<file path="src/rtl/warp_scheduler.sv">
// -----------------------------------------------------------------------------
// warp_scheduler
//
// Sequences the shared fetch/decode/LSU/ALU pipeline across NUM_WARPS warp
// contexts with exactly one warp in flight at a time. Each warp has its own PC
// and done flag. After every retired instruction the next ready warp is picked
// round-robin, starting just after the warp that retired.
//
// Ports:
//   clk, reset                      clock; asynchronous active-high reset
//   start, start_pc,                kernel launch pulse, entry PC and the set
//   active_warp_mask                of participating warps (sampled on start)
//   fetch_req, fetch_pc             instruction fetch handshake towards fetcher
//   fetch_ready                     fetched instruction valid
//   warp_state, current_warp        pipeline phase and warp in flight
//   decoded_halt, decoded_mem_*     decoder outputs, valid from REQUEST onward
//   lsu_done                        memory access complete
//   branch_taken, branch_target     ALU branch resolution
//   done                            every participating warp has halted
// -----------------------------------------------------------------------------
package warp_scheduler_pkg;
    typedef enum logic [2:0] {
        WARP_IDLE    = 3'd0,
        WARP_FETCH   = 3'd1,
        WARP_DECODE  = 3'd2,
        WARP_REQUEST = 3'd3,
        WARP_WAIT    = 3'd4,
        WARP_EXECUTE = 3'd5,
        WARP_UPDATE  = 3'd6,
        WARP_DONE    = 3'd7
    } warp_state_t;
endpackage

module warp_scheduler
    import warp_scheduler_pkg::*;
#(
    parameter int NUM_WARPS = 4,
    parameter int PC_WIDTH  = 32
) (
    input  logic                         clk,
    input  logic                         reset,
    input  logic                         start,
    input  logic [PC_WIDTH-1:0]          start_pc,
    input  logic [NUM_WARPS-1:0]         active_warp_mask,
    output logic                         fetch_req,
    output logic [PC_WIDTH-1:0]          fetch_pc,
    input  logic                         fetch_ready,
    output warp_state_t                  warp_state,
    output logic [$clog2(NUM_WARPS)-1:0] current_warp,
    input  logic                         decoded_halt,
    input  logic                         decoded_mem_read_enable,
    input  logic                         decoded_mem_write_enable,
    input  logic                         lsu_done,
    input  logic                         branch_taken,
    input  logic [PC_WIDTH-1:0]          branch_target,
    output logic                         done
);

    localparam int CW = $clog2(NUM_WARPS);

    warp_state_t           r_state;
    warp_state_t           w_state_nxt;
    logic [CW-1:0]         r_cur;
    logic [PC_WIDTH-1:0]   r_pc [NUM_WARPS];
    logic [NUM_WARPS-1:0]  r_warp_done;
    logic                  r_br_taken;
    logic [PC_WIDTH-1:0]   r_br_target;

    logic                  w_launch;
    logic [CW-1:0]         w_first;
    logic                  w_first_found;
    logic [CW-1:0]         w_cand;
    logic [CW-1:0]         w_next;
    logic                  w_next_found;
    logic                  w_mem_access;

    // A launch is only honoured when no kernel is running.
    assign w_launch = start && ((r_state == WARP_IDLE) || (r_state == WARP_DONE));

    assign w_mem_access = decoded_mem_read_enable || decoded_mem_write_enable;

    // Lowest participating warp; scanning downward lets the lowest index win.
    always_comb begin
        w_first       = '0;
        w_first_found = 1'b0;
        for (int i = NUM_WARPS - 1; i >= 0; i--) begin
            if (active_warp_mask[i]) begin
                w_first       = CW'(i);
                w_first_found = 1'b1;
            end
        end
    end

    // Round-robin pick: offsets NUM_WARPS..1 scanned downward so the smallest
    // offset wins. Offset NUM_WARPS truncates to 0, i.e. the current warp is
    // the last candidate. r_warp_done already reflects a halt set in REQUEST.
    always_comb begin
        w_cand       = '0;
        w_next       = r_cur;
        w_next_found = 1'b0;
        for (int k = NUM_WARPS; k >= 1; k--) begin
            w_cand = r_cur + CW'(k);
            if (!r_warp_done[w_cand]) begin
                w_next       = w_cand;
                w_next_found = 1'b1;
            end
        end
    end

    always_ff @(posedge clk or posedge reset) begin
        if (reset) begin
            r_state <= WARP_IDLE;
        end else begin
            r_state <= w_state_nxt;
        end
    end

    always_comb begin
        w_state_nxt = r_state;
        case (r_state)
            WARP_IDLE, WARP_DONE: begin
                if (start) begin
                    w_state_nxt = w_first_found ? WARP_FETCH : WARP_DONE;
                end
            end
            WARP_FETCH: begin
                if (fetch_ready) begin
                    w_state_nxt = WARP_DECODE;
                end
            end
            WARP_DECODE:  w_state_nxt = WARP_REQUEST;
            WARP_REQUEST: w_state_nxt = decoded_halt ? WARP_UPDATE : WARP_WAIT;
            WARP_WAIT: begin
                // Non-memory instructions pass through WAIT in one cycle.
                if (!w_mem_access || lsu_done) begin
                    w_state_nxt = WARP_EXECUTE;
                end
            end
            WARP_EXECUTE: w_state_nxt = WARP_UPDATE;
            WARP_UPDATE:  w_state_nxt = w_next_found ? WARP_FETCH : WARP_DONE;
            default:      w_state_nxt = WARP_IDLE;
        endcase
    end

    always_ff @(posedge clk or posedge reset) begin
        if (reset) begin
            for (int i = 0; i < NUM_WARPS; i++) begin
                r_pc[i] <= '0;
            end
            r_warp_done <= '1;
            r_cur       <= '0;
            r_br_taken  <= 1'b0;
            r_br_target <= '0;
        end else begin
            if (w_launch) begin
                for (int i = 0; i < NUM_WARPS; i++) begin
                    r_pc[i] <= start_pc;
                end
                r_warp_done <= ~active_warp_mask;
                r_cur       <= w_first;
            end
            if ((r_state == WARP_REQUEST) && decoded_halt) begin
                r_warp_done[r_cur] <= 1'b1;
            end
            if (r_state == WARP_EXECUTE) begin
                r_br_taken  <= branch_taken;
                r_br_target <= branch_target;
            end
            if (r_state == WARP_UPDATE) begin
                // A halted warp keeps the PC of its halt instruction.
                if (!r_warp_done[r_cur]) begin
                    r_pc[r_cur] <= r_br_taken ? r_br_target
                                              : r_pc[r_cur] + PC_WIDTH'(4);
                end
                if (w_next_found) begin
                    r_cur <= w_next;
                end
            end
        end
    end

    assign warp_state   = r_state;
    assign current_warp = r_cur;
    assign fetch_req    = (r_state == WARP_FETCH);
    assign fetch_pc     = r_pc[r_cur];
    assign done         = (r_state == WARP_DONE);

endmodule

</file>
<file path="config.mk">
export PLATFORM = sky130hd
export DESIGN_NAME = warp_scheduler
export DESIGN_NICKNAME = d
export VERILOG_FILES = /design/src/rtl/warp_scheduler.sv
export SDC_FILE = /design/constraint.sdc
export NUM_CORES = 1
export LEC_CHECK = 0
export BUFFER_PORTS_ARGS = -buffer_cell sky130_fd_sc_hd__clkbuf_2
export CORE_MARGIN = 2
export CORE_UTILIZATION = 40
export CTS_CLUSTER_SIZE = 8
export DETAILED_ROUTE_END_ITERATION = 8
export GPL_TIMING_DRIVEN = 0
export HOLD_SLACK_MARGIN = 0.06
export PLACE_DENSITY = 0.58
export SYNTH_ARGS = -nofsm -noshare
export SYNTH_HDL_FRONTEND = slang
export SYNTH_SLANG_ARGS = --single-unit
</file>
<file path="constraint.sdc">
create_clock -name clk -period 5.4 [get_ports clk]
set_clock_uncertainty 0.05 [all_clocks]
set_input_delay 0.27 -clock clk [delete_from_list [all_inputs] [get_ports clk]]
set_output_delay 0.27 -clock clk [all_outputs]
set_load 0.1 [all_outputs]
</file>
==> results by group, run 1 <==
Setup path
  – Critical Path RT: 5.64 ns
  – Crit path max-delay cell type: nor4_1
  – CP endpoint kind: register
  – Critical Path Stages: 10
  – R2r setup slk: 1.01 ns
  – CP Cell Sequence: buf_2, buf_4, buf_2, buf_4, mux4_2, nand4_1, nor4_1, a21oi_1, o31ai_1, a21oi_1
  – Reg-to-reg endpoint: r_pc[85]
  – Largest stage delay, worst path: 0.87 ns
  – Maximum net fanout on the critical path: 10
  – Reg2reg path depth: 10
  – RR Startpoint: current_warp[1]
  – Worst setup path endpoint: r_pc[85]
  – Setup crit start: current_warp[1]
  – WP data arrival: 4.63 ns
  – CP Class: reg2reg
  – CP top delay family: simple AND/OR/NAND/NOR gates
  – Startpoint Class: register
  – CP bufs+invs: 4

Logic synthesis
  – Post-Syn Instances: 918
  – Mux contribution to synthesized area: 15.7%
  – Synth unique cells: 61
  – Synth Area in XOR/XNOR: 1.86%
  – Most used DFF post-synth: dfrtp_1
  – Post-synthesis simple-gate area fraction: 11.8%
  – Post-Syn Area: 9440 µm²
  – Post-synthesis net count: 1,000
  – Main combinational cell family by area after synthesis: compound AO/OA/AOI/OAI gates
  – Ys async rst share: 100%
  – Post-synthesis register bit count: 170
  – Synth Area in Adders: 0.663%
  – Syn. warnings: 0
  – EDFF count, synth: 0
  – Compound-Gate Fraction of Synth Area: 19.6%
  – Sequential area share after synthesis: 45.1%
  – Mapped Avg Cell Area: 10.3 µm²

Die
  – # rows: 56
  – Core area: 23,300 µm²
  – Die ar.: 24,800 µm²
  – Initial core utilization: 40.4%
  – IO Pins: 116
  – Die X: 158 µm
  – Die Y-Extent: 158 µm

Clock tree
  – Root Driver: clkbuf_16
  – Clk sinks: 170
  – Skew-Pair Late Insertion Delay: 0.45 ns
  – Post-CTS sizing: 0
  – CTS H-tree lvls: 4
  – Worst-path clk slew: 0.07 ns
  – TritonCTS clock tree: yes
  – Number of CTS-inserted buffers: 17
  – Clock Path Buffers: 2

Cells and area
  – Share of layout cells above drive strength 1: 22.6%
  – Multi-input gate area in the final layout: 4670 µm²
  – # fillers: 2,206
  – Layout area overhead: 20.7%
  – Most frequent cells in the layout: dfrtp_1, a21oi_1, clkbuf_2
  – Sequential cell area: 4260 µm²
  – Nets: 1,169
  – Final std cells w/o fill: 1,419
  – Most common cell after layout, fill and taps aside: dfrtp_1
  – Antenna cells: 0

Detailed routing
  – Post-route ant nets: 0
  – Initial DRT Pass Iterations: 5
  – First DRT Iteration DRCs: 712
  – # DRC: 0
  – Routed len/inst: 21.0 µm
  – DRT Wirelength: 29.8 mm
  – Vias post-DR: 8,116
  – Via density: 5.72

Placed design
  – Number of placed cells counting well taps: 1,353
  – HPWL after DPL: 20.5 mm
  – Input/output buffers: 115
  – GPL Wtd Cong: 0.881

STA
  – Tightest Pin Transition: 0.940 ns
  – Unrepaired setup endpoints after global routing: no
  – Final Hold Fails: 0
  – Final Cycle Share: 81.2%
  – Post-layout min period: 4.39 ns
  – Final setup vio count: 0
  – Fmax: 0.228 GHz
  – Worst slew margin: 37.3%
  – Final slew viol count: 0

Global routing
  – GRT overflow: 0
  – Initial antenna violation count: 0
  – First-pass GRT wire length: 46.0 mm
  – Number of global-route vias before repair: 8,193
  – Largest net degree at the start of global routing: 120
  – Gr usage total: 24.5%

Status
  – Status: finished clean

Hold path
  – Hold WC Path Type: in2reg

Run
  – Max cap viols: 0
layer usage:
metal / up-vias / routed length [µm] / GRT usage (%)
li1: 3719 / - / -
met4: 0 / 653 / 8.48
met2: 324 / 13900 / 38.2
met5: - / 0 / 0
met3: 45 / 2060 / 4.46
met1: 4028 / 13100 / 34.3
layout make-up:
cell class / instances / share of cell area [%]
inverters: 46 / 1.58
clock inverters: 15 / 1.53
clock buffers: 17 / 3.74
well taps: 319 / 3.51
repair buffers: 150 / 8.28
multi-input cells: 634 / 41.0
plain buffers: 68 / 2.92
flip-flops and latches: 170 / 37.4
sequential cells by signal, summed over array words and instances (netlist names):
register and cells:
r_pc 128, r_br_target 32, r_warp_done 4, warp_state 3
current_warp 2, r_br_taken 1
tightest hold or removal path, cell delays in order:
cell and delay [ns]:
clkbuf_2 0.09, or2_2 0.12, o211ai_1 0.08
per-stage QoR:
stage	hold WS [ns]	setup WS [ns]	utilization, %	cell area [µm²]	setup TNS [ns]
final	0.121	1.01	48.8	11400	0
after global routing	0.142	0.883	48.8	11400	0
after CTS	0.112	1.15	48.8	11400	0
after detailed placement	0.263	1.15	44.8	10400	0
after global placement	0.432	-1.78	44.6	10400	-293.34
after floorplan	0.371	0.483	-	9440	0
synthesized netlist by cell type, types with 5 or more instances:
master | count | share of area [%]
a221oi_1 | 25 | 2.3
and2_1 | 5 | 0.33
clkbuf_1 | 54 | 2.1
mux2_2 | 37 | 4.4
mux4_1 | 5 | 1.4
nor3_1 | 6 | 0.32
xor2_1 | 10 | 0.93
mux4_2 | 28 | 6.7
nand2_1 | 52 | 2.1
a21oi_1 | 142 | 7.5
a21o_1 | 7 | 0.56
mux2i_1 | 30 | 3.2
dfrtp_1 | 166 | 44
nor4_1 | 11 | 0.73
nand3_1 | 6 | 0.32
nor2_1 | 89 | 3.5
a211oi_1 | 54 | 4.3
inv_1 | 46 | 1.8
nand2b_1 | 16 | 1.1
o21ai_0 | 27 | 1.4
xnor2_1 | 10 | 0.93
ha_1 | 5 | 0.66
o31a_1 | 7 | 0.65
o31ai_1 | 7 | 0.56
cell families (layout without fill, tap and decap cells):
kind of cell,after synthesis,in the layout
AOI/OAI and AO/OA,293,293
and+or+nand+nor,216,216
muxes,100,100
adders and majority gates,5,5
buffers and inverters,114,296
xor gates and xnor gates,20,20
DFF,170,170
repair_timing:
| item | in CTS | in global routing |
|---|---|---|
| hold endpoints to repair | 80 | 0 |
| hold buffers | 34 | 0 |
| buffers inserted | 0 | 0 |
how the worst min path moves through the flow:
stage / depth (start not counted) / to / slack (ns) / start
finish: 3 / warp_state[0] / 0.12 / fetch_ready
global placement: 1 / r_br_target[26] / 0.43 / r_br_target[26]
CTS: 3 / warp_state[0] / 0.11 / fetch_ready
global route: 3 / warp_state[0] / 0.14 / fetch_ready
floorplan: 1 / r_br_taken / 0.37 / branch_taken
detailed placement: 2 / r_br_target[3] / 0.26 / reset
Power of run 1 is not shown: default switching activity piles up to over one toggle a cycle in this logic, so the estimate is an artifact.
==> run 2: changes to the inputs <==
--- a/config.mk
+++ b/config.mk
@@ -5,6 +5,7 @@
 export SDC_FILE = /design/constraint.sdc
 export NUM_CORES = 1
 export LEC_CHECK = 0
+export ABC_AREA = 1
 export BUFFER_PORTS_ARGS = -buffer_cell sky130_fd_sc_hd__clkbuf_2
 export CORE_MARGIN = 2
 export CORE_UTILIZATION = 40
@@ -12,7 +13,7 @@
 export DETAILED_ROUTE_END_ITERATION = 8
 export GPL_TIMING_DRIVEN = 0
 export HOLD_SLACK_MARGIN = 0.06
-export PLACE_DENSITY = 0.58
+export PLACE_DENSITY = 0.57
 export SYNTH_ARGS = -nofsm -noshare
 export SYNTH_HDL_FRONTEND = slang
 export SYNTH_SLANG_ARGS = --single-unit
==> constraint.sdc (replaced) <==
create_clock -name clk -period 4.19 [get_ports clk]
set_clock_uncertainty 0.05 [all_clocks]
set_input_delay 0.2095 -clock clk [delete_from_list [all_inputs] [get_ports clk]]
set_output_delay 0.2095 -clock clk [all_outputs]
set_load 0.1 [all_outputs]
==> results by group, run 2 <==
Status
  – Status: finished clean

Setup path
  – CP Class: reg2reg
  – CP top delay family: buffers and inverters
  – Startpoint Class: register
  – Crit path top cell by count: buf_2
  – CP endpoint kind: register
  – Crit path max-delay cell type: clkbuf_1
  – Maximum net fanout on the critical path: 11
  – Largest stage delay, worst path: 0.58 ns
  – CP Cell Sequence: inv_2, buf_2, buf_2, ha_1, inv_1, nor3_2, clkinv_1, clkbuf_1, a31oi_1
  – Critical Path RT: 4.50 ns
  – CP bufs+invs: 6
  – WP data arrival: 3.57 ns

Logic synthesis
  – Post-synthesis net count: 1,765
  – Ys async rst share: 100%
  – Post-synthesis register bit count: 170
  – Most used DFF post-synth: dfrtp_1
  – Post-Syn Instances: 1,683
  – EDFF count, synth: 0
  – Sequential area share after synthesis: 39.0%
  – Post-Syn Area: 10,900 µm²
  – Synth unique cells: 38
  – Most frequent cell after synthesis: nand2_1
  – Synth cell count leaders: nand2_1, nand3_1, dfrtp_1, inv_1, nor2_1
  – Mapped Avg Cell Area: 6.50 µm²
  – Synth top area cells: dfrtp_1, nand2_1, nand3_1, inv_1, nor2_1
  – Yosys top cell by area: dfrtp_1
  – Syn. warnings: 0
  – Post-synth top area share: 38.0%

Detailed routing
  – Vias post-DR: 12,121
  – Post-route ant nets: 0
  – Via density: 5.46
  – # DRC: 0
  – First DRT Iteration DRCs: 1,513
  – Routed len/inst: 20.7 µm
  – Initial DRT Pass Iterations: 5
  – DRT Wirelength: 45.9 mm

Clock tree
  – CTS H-tree lvls: 4
  – Post-CTS sizing: 0
  – Worst-path clk slew: 0.08 ns
  – Root Driver: clkbuf_16
  – TritonCTS clock tree: yes
  – Skew-Pair Late Insertion Delay: 0.46 ns
  – Setup repair bufs after CTS: 0
  – Clk sinks: 170
  – Number of CTS-inserted buffers: 17
  – Clock Path Buffers: 2
  – Cts hold-fix bufs: 44

Run
  – Max cap viols: 0

Global routing
  – Largest net degree at the start of global routing: 40
  – Met2 Use GR: 48.9%
  – Gr usage total: 32.6%
  – Busiest layer in global routing: met2
  – Initial antenna violation count: 0
  – Met3 usage: 8.33%
  – Number of global-route vias before repair: 11,207
  – First-pass GRT wire length: 68.7 mm
  – Grt met1 use: 45.4%
  – GRT overflow: 0

Cells and area
  – Max reg flops: 128
  – Nets: 1,948
  – # fillers: 2,794
  – Regs by FF count: r_pc: 128 flops, r_br_target: 32 flops, r_warp_done: 4 flops
  – Antenna cells: 0
  – Share of layout cells above drive strength 1: 12.8%
  – Most flops, register: r_pc
  – Most common cell after layout, fill and taps aside: nand2_1
  – Most frequent cells in the layout: nand2_1, nand3_1, dfrtp_1
  – Layout area overhead: 19.5%

STA
  – Final setup vio count: 0
  – Final Cycle Share: 77.9%
  – Tightest Pin Transition: 1.18 ns
  – Final Hold Fails: 0
  – Unrepaired setup endpoints after global routing: no
  – Setup_tns: 0 ns
  – Final slew viol count: 0
  – Fmax: 0.306 GHz
  – Worst slew margin: 21.5%
  – Post-layout min period: 3.26 ns

Placed design
  – GPL Wtd Cong: 0.958
  – HPWL after DPL: 32.9 mm
  – Input/output buffers: 115

Die
  – IO Pins: 116
  – # rows: 60
  – Core area: 26,900 µm²
  – Die ar.: 28,700 µm²
  – Initial core utilization: 40.7%
  – Die X: 169 µm
  – Die Y-Extent: 169 µm

Hold path
  – Hold WC Path Type: in2reg
[run 2: cell types whose count changed in the layout (fill, tap and decap cells not counted), sizes merged, moves of 25 or more]
cell    change
o21ai      +54
nand2     +690
nand3     +205
a211oi     -54
a221oi     -25
inv       +116
mux2i      -30
mux4       -33
a31oi      +37
mux2       -37
a21oi     -123
[run 2: worst min-delay path: cells and delay by family]
kind                   cells  cell delay (ns)
AO/OA/AOI/OAI              1             0.10
AND/OR/NAND/NOR            1             0.14
buffers and inverters      1             0.09
[run 2: cell type report]
type / count / area (µm²) / area share (%)
multi-input combinational: 1263 / 5610 / 42.9
sequential: 170 / 4260 / 32.6
timing repair buffer: 164 / 1120 / 8.55
inverter: 166 / 634 / 4.86
buffer: 84 / 438 / 3.35
clock buffer: 18 / 429 / 3.29
tap: 341 / 427 / 3.27
clock inverter: 14 / 151 / 1.16
[run 2: path summary, 6_finish.rpt]
kind / depth (start not counted) / endpoint / startpoint / slack, ns
worst max-delay path: 9 / r_pc[74] / current_warp[1] / 0.93
worst min-delay path: 3 / r_pc[36] / start_pc[4] / 0.09
worst max register to register: 9 / r_pc[74] / current_warp[1] / 0.93
worst min register to register: 2 / r_br_target[11] / r_br_target[11] / 0.43
max in group asynchronous: 6 / r_pc[81] / reset / 2.69
min in group asynchronous: 3 / r_br_target[3] / reset / 0.34
[run 2: routing by layer]
metal  up-vias  share of wire [%]
met1      5669                 43
met4         0                3.4
met2       659                 43
met3        87                 11
met5         -                  0
li1       5706                  -
[run 2: metrics by stage]
| stage | worst slack, ns | hold slack, ns | cells | utilization [%] | cell area [µm²] |
|---|---|---|---|---|---|
| final | 0.927 | 0.0871 | 2220 | 48.6 | 13100 |
| after global routing | 0.789 | 0.0910 | 2220 | 48.6 | 13100 |
| after CTS | 1.06 | 0.0726 | 2220 | 48.6 | 13100 |
| after detailed placement | 1.07 | 0.289 | 2144 | 44.8 | 12000 |
| after global placement | 0.434 | 0.360 | 2139 | 44.4 | 11900 |
| after floorplan | 0.0406 | 0.273 | 1683 | - | 10900 |
[run 2: logic make-up (layout without fill, tap and decap cells)]
| logic type | Yosys count | after routing | share of synthesized area [%] |
|---|---|---|---|
| AO/OA/AOI/OAI | 174 | 174 | 9.22 |
| adder cells (fa/ha/maj) | 5 | 5 | 0.572 |
| flip-flops | 170 | 170 | 39.0 |
| buffers and inverters | 250 | 446 | 9.77 |
| AND/OR/NAND/NOR | 1084 | 1084 | 41.5 |
Power of run 2 is left out for the same reason.
==> run 3: changes to the inputs <==
--- a/config.mk
+++ b/config.mk
@@ -5,7 +5,7 @@
 export SDC_FILE = /design/constraint.sdc
 export NUM_CORES = 1
 export LEC_CHECK = 0
-export ABC_AREA = 1
+export ABC_AREA = 0
 export BUFFER_PORTS_ARGS = -buffer_cell sky130_fd_sc_hd__clkbuf_2
 export CORE_MARGIN = 2
 export CORE_UTILIZATION = 40
@@ -13,7 +13,7 @@
 export DETAILED_ROUTE_END_ITERATION = 8
 export GPL_TIMING_DRIVEN = 0
 export HOLD_SLACK_MARGIN = 0.06
-export PLACE_DENSITY = 0.57
+export PLACE_DENSITY = 0.58
 export SYNTH_ARGS = -nofsm -noshare
 export SYNTH_HDL_FRONTEND = slang
 export SYNTH_SLANG_ARGS = --single-unit
==> constraint.sdc (replaced) <==
create_clock -name clk -period 3.35 [get_ports clk]
set_clock_uncertainty 0.05 [all_clocks]
set_input_delay 0.1675 -clock clk [delete_from_list [all_inputs] [get_ports clk]]
set_output_delay 0.1675 -clock clk [all_outputs]
set_load 0.1 [all_outputs]
==> results by group, run 3 (synthesis gave the netlist of run 1 again) <==
Detailed routing
  – Via density: 5.79
  – Vias post-DR: 8,267
  – # DRC: 2
  – Routed len/inst: 21.2 µm
  – Met3 wire len: 1.88 mm
  – DR WL met2: 14.3 mm
  – DRT Wirelength: 30.2 mm
  – Post-route ant nets: 0
  – First DRT Iteration DRCs: 558
  – Top Layer Used: met5
  – Initial DRT Pass Iterations: 9
  – M1 WL: 13.5 mm

Setup path
  – RR Startpoint: current_warp[1]
  – R2r setup slk: 0.10 ns
  – CP Cell Sequence: buf_6, buf_4, buf_4, buf_4, mux4_2, and4_4, nand4_4, nor4_4, xnor2_1, a221oi_1
  – Startpoint Class: register
  – Largest stage delay, worst path: 0.42 ns
  – Crit path max-delay cell type: dfrtp_2
  – CP endpoint kind: register
  – CP Class: reg2reg
  – Reg-to-reg endpoint: r_pc[95]
  – Critical Path RT: 3.63 ns
  – Crit path top cell by count: buf_4
  – WP data arrival: 3.52 ns
  – Maximum net fanout on the critical path: 10
  – Reg2reg path depth: 10

Global routing
  – First-pass GRT wire length: 46.7 mm
  – Largest net degree at the start of global routing: 41
  – GRT overflow: 0
  – Number of global-route vias before repair: 8,213
  – Gr usage total: 24.9%
  – Initial antenna violation count: 1

Clock tree
  – Clock Path Buffers: 2
  – CTS H-tree lvls: 4
  – Clk sinks: 170
  – Number of CTS-inserted buffers: 17
  – Root Driver: clkbuf_16
  – Skew-Pair Late Insertion Delay: 0.44 ns
  – Worst-path clk slew: 0.07 ns
  – TritonCTS clock tree: yes

Die
  – Die Y-Extent: 158 µm
  – Core area: 23,300 µm²
  – # rows: 56
  – Die X: 158 µm
  – Initial core utilization: 40.4%
  – IO Pins: 116
  – Die ar.: 24,800 µm²

Hold path
  – Hold path depth: 5
  – Hold WC Path Type: in2reg
  – Hold path start: start_pc[15]
  – Hold endpoint: r_pc[111]

STA
  – Worst slew margin: 29.2%
  – Final slew viol count: 0
  – Fmax: 0.308 GHz
  – Post-layout min period: 3.25 ns
  – Final setup vio count: 0
  – Final Cycle Share: 96.9%
  – Final Hold Fails: 0
  – Unrepaired setup endpoints after global routing: yes
  – Tightest Pin Transition: 1.06 ns

Cells and area
  – Share of layout cells above drive strength 1: 27.8%
  – Most common cell after layout, fill and taps aside: dfrtp_1
  – Layout area overhead: 24.2%
  – Regs by FF count: r_pc: 128 flops, r_br_target: 32 flops, r_warp_done: 4 flops
  – Max reg flops: 128
  – Antenna cells: 0
  – Most flops, register: r_pc
  – Nets: 1,177
  – Most frequent cells in the layout: dfrtp_1, a21oi_1, clkbuf_2
  – Final std cells w/o fill: 1,427

Placed design
  – Number of placed cells counting well taps: 1,357
  – HPWL after DPL: 20.9 mm
  – Input/output buffers: 115
  – GPL Wtd Cong: 0.866

Status
  – Failing checks: DRC
  – Status: finished, violations left

Run
  – Max cap viols: 0
-- run 3: cell types whose count changed in the layout (fill, tap and decap cells not counted), sizes merged, moves of 33 or more --
cell / delta
nand2: -690
nand3: -205
a21oi: +123
inv: -119
a211oi: +54
o21ai: -54
a31oi: -37
mux2: +37
mux4: +33
-- run 3: layer usage --
metal / vias up / track usage (%)
met5: - / 0
met2: 330 / 39.8
met1: 4146 / 34.8
li1: 3741 / -
met3: 48 / 4.38
met4: 2 / 7.84
-- run 3: area by class of cell --
type                            instances  area (µm²)
Tap cell                              319         399
Clock inverter                         15         151
Inverter                               46         176
Multi-Input combinational cell        634        4840
Buffer                                 65         374
Sequential cell                       170        4260
Timing Repair Buffer                  161        1090
Clock buffer                           17         425
Fill cell                            2186       11600
-- run 3: how the worst max path moves through the flow --
stage / start / endpoint / slack, ns / cells past startpoint
after floorplan: current_warp[0] / r_pc[121] / -0.19 / 10
after global placement: reset / current_warp[0] / -0.54 / 2
after detailed placement: current_warp[1] / r_pc[118] / -0.46 / 11
after CTS: current_warp[1] / r_pc[64] / 0.02 / 10
after global routing: current_warp[1] / r_pc[100] / -0.01 / 12
final: current_warp[1] / r_pc[95] / 0.10 / 10
-- run 3: what timing repair did --
item / CTS / global route
pin swaps: 1 / 0
gates resized for setup: 21 / 19
buffers inserted: 2 / 0
setup endpoints to repair: 110 / 112
hold buffers: 39 / 0
endpoints found under the hold margin: 55 / 0
-- run 3: per-stage QoR --
stage	worst slack [ns]	area, µm²	hold slack, ns	utilization (%)	setup TNS (ns)
CTS	0.0170	11700	0.0852	50.1	0
floorplan	-0.190	9580	0.268	-	-4.69
detailed placement	-0.461	10700	0.169	45.7	-23.18
finish	0.104	11700	0.0899	50.2	0
global placement	-0.536	10600	0.350	45.2	-69.14
global route	-0.0132	11700	0.114	50.2	-0.0132
-- run 3: worst max-delay path, delay by kind of cell (launching register included) --
kind	cells	cell delay, ns
buffers and inverters	4	0.96
XOR/XNOR	1	0.18
flip-flops	1	0.42
multiplexers	1	0.34
AND/OR/NAND/NOR	3	0.86
AO/OA/AOI/OAI	1	0.31
Power of run 3 is left out for the same reason.
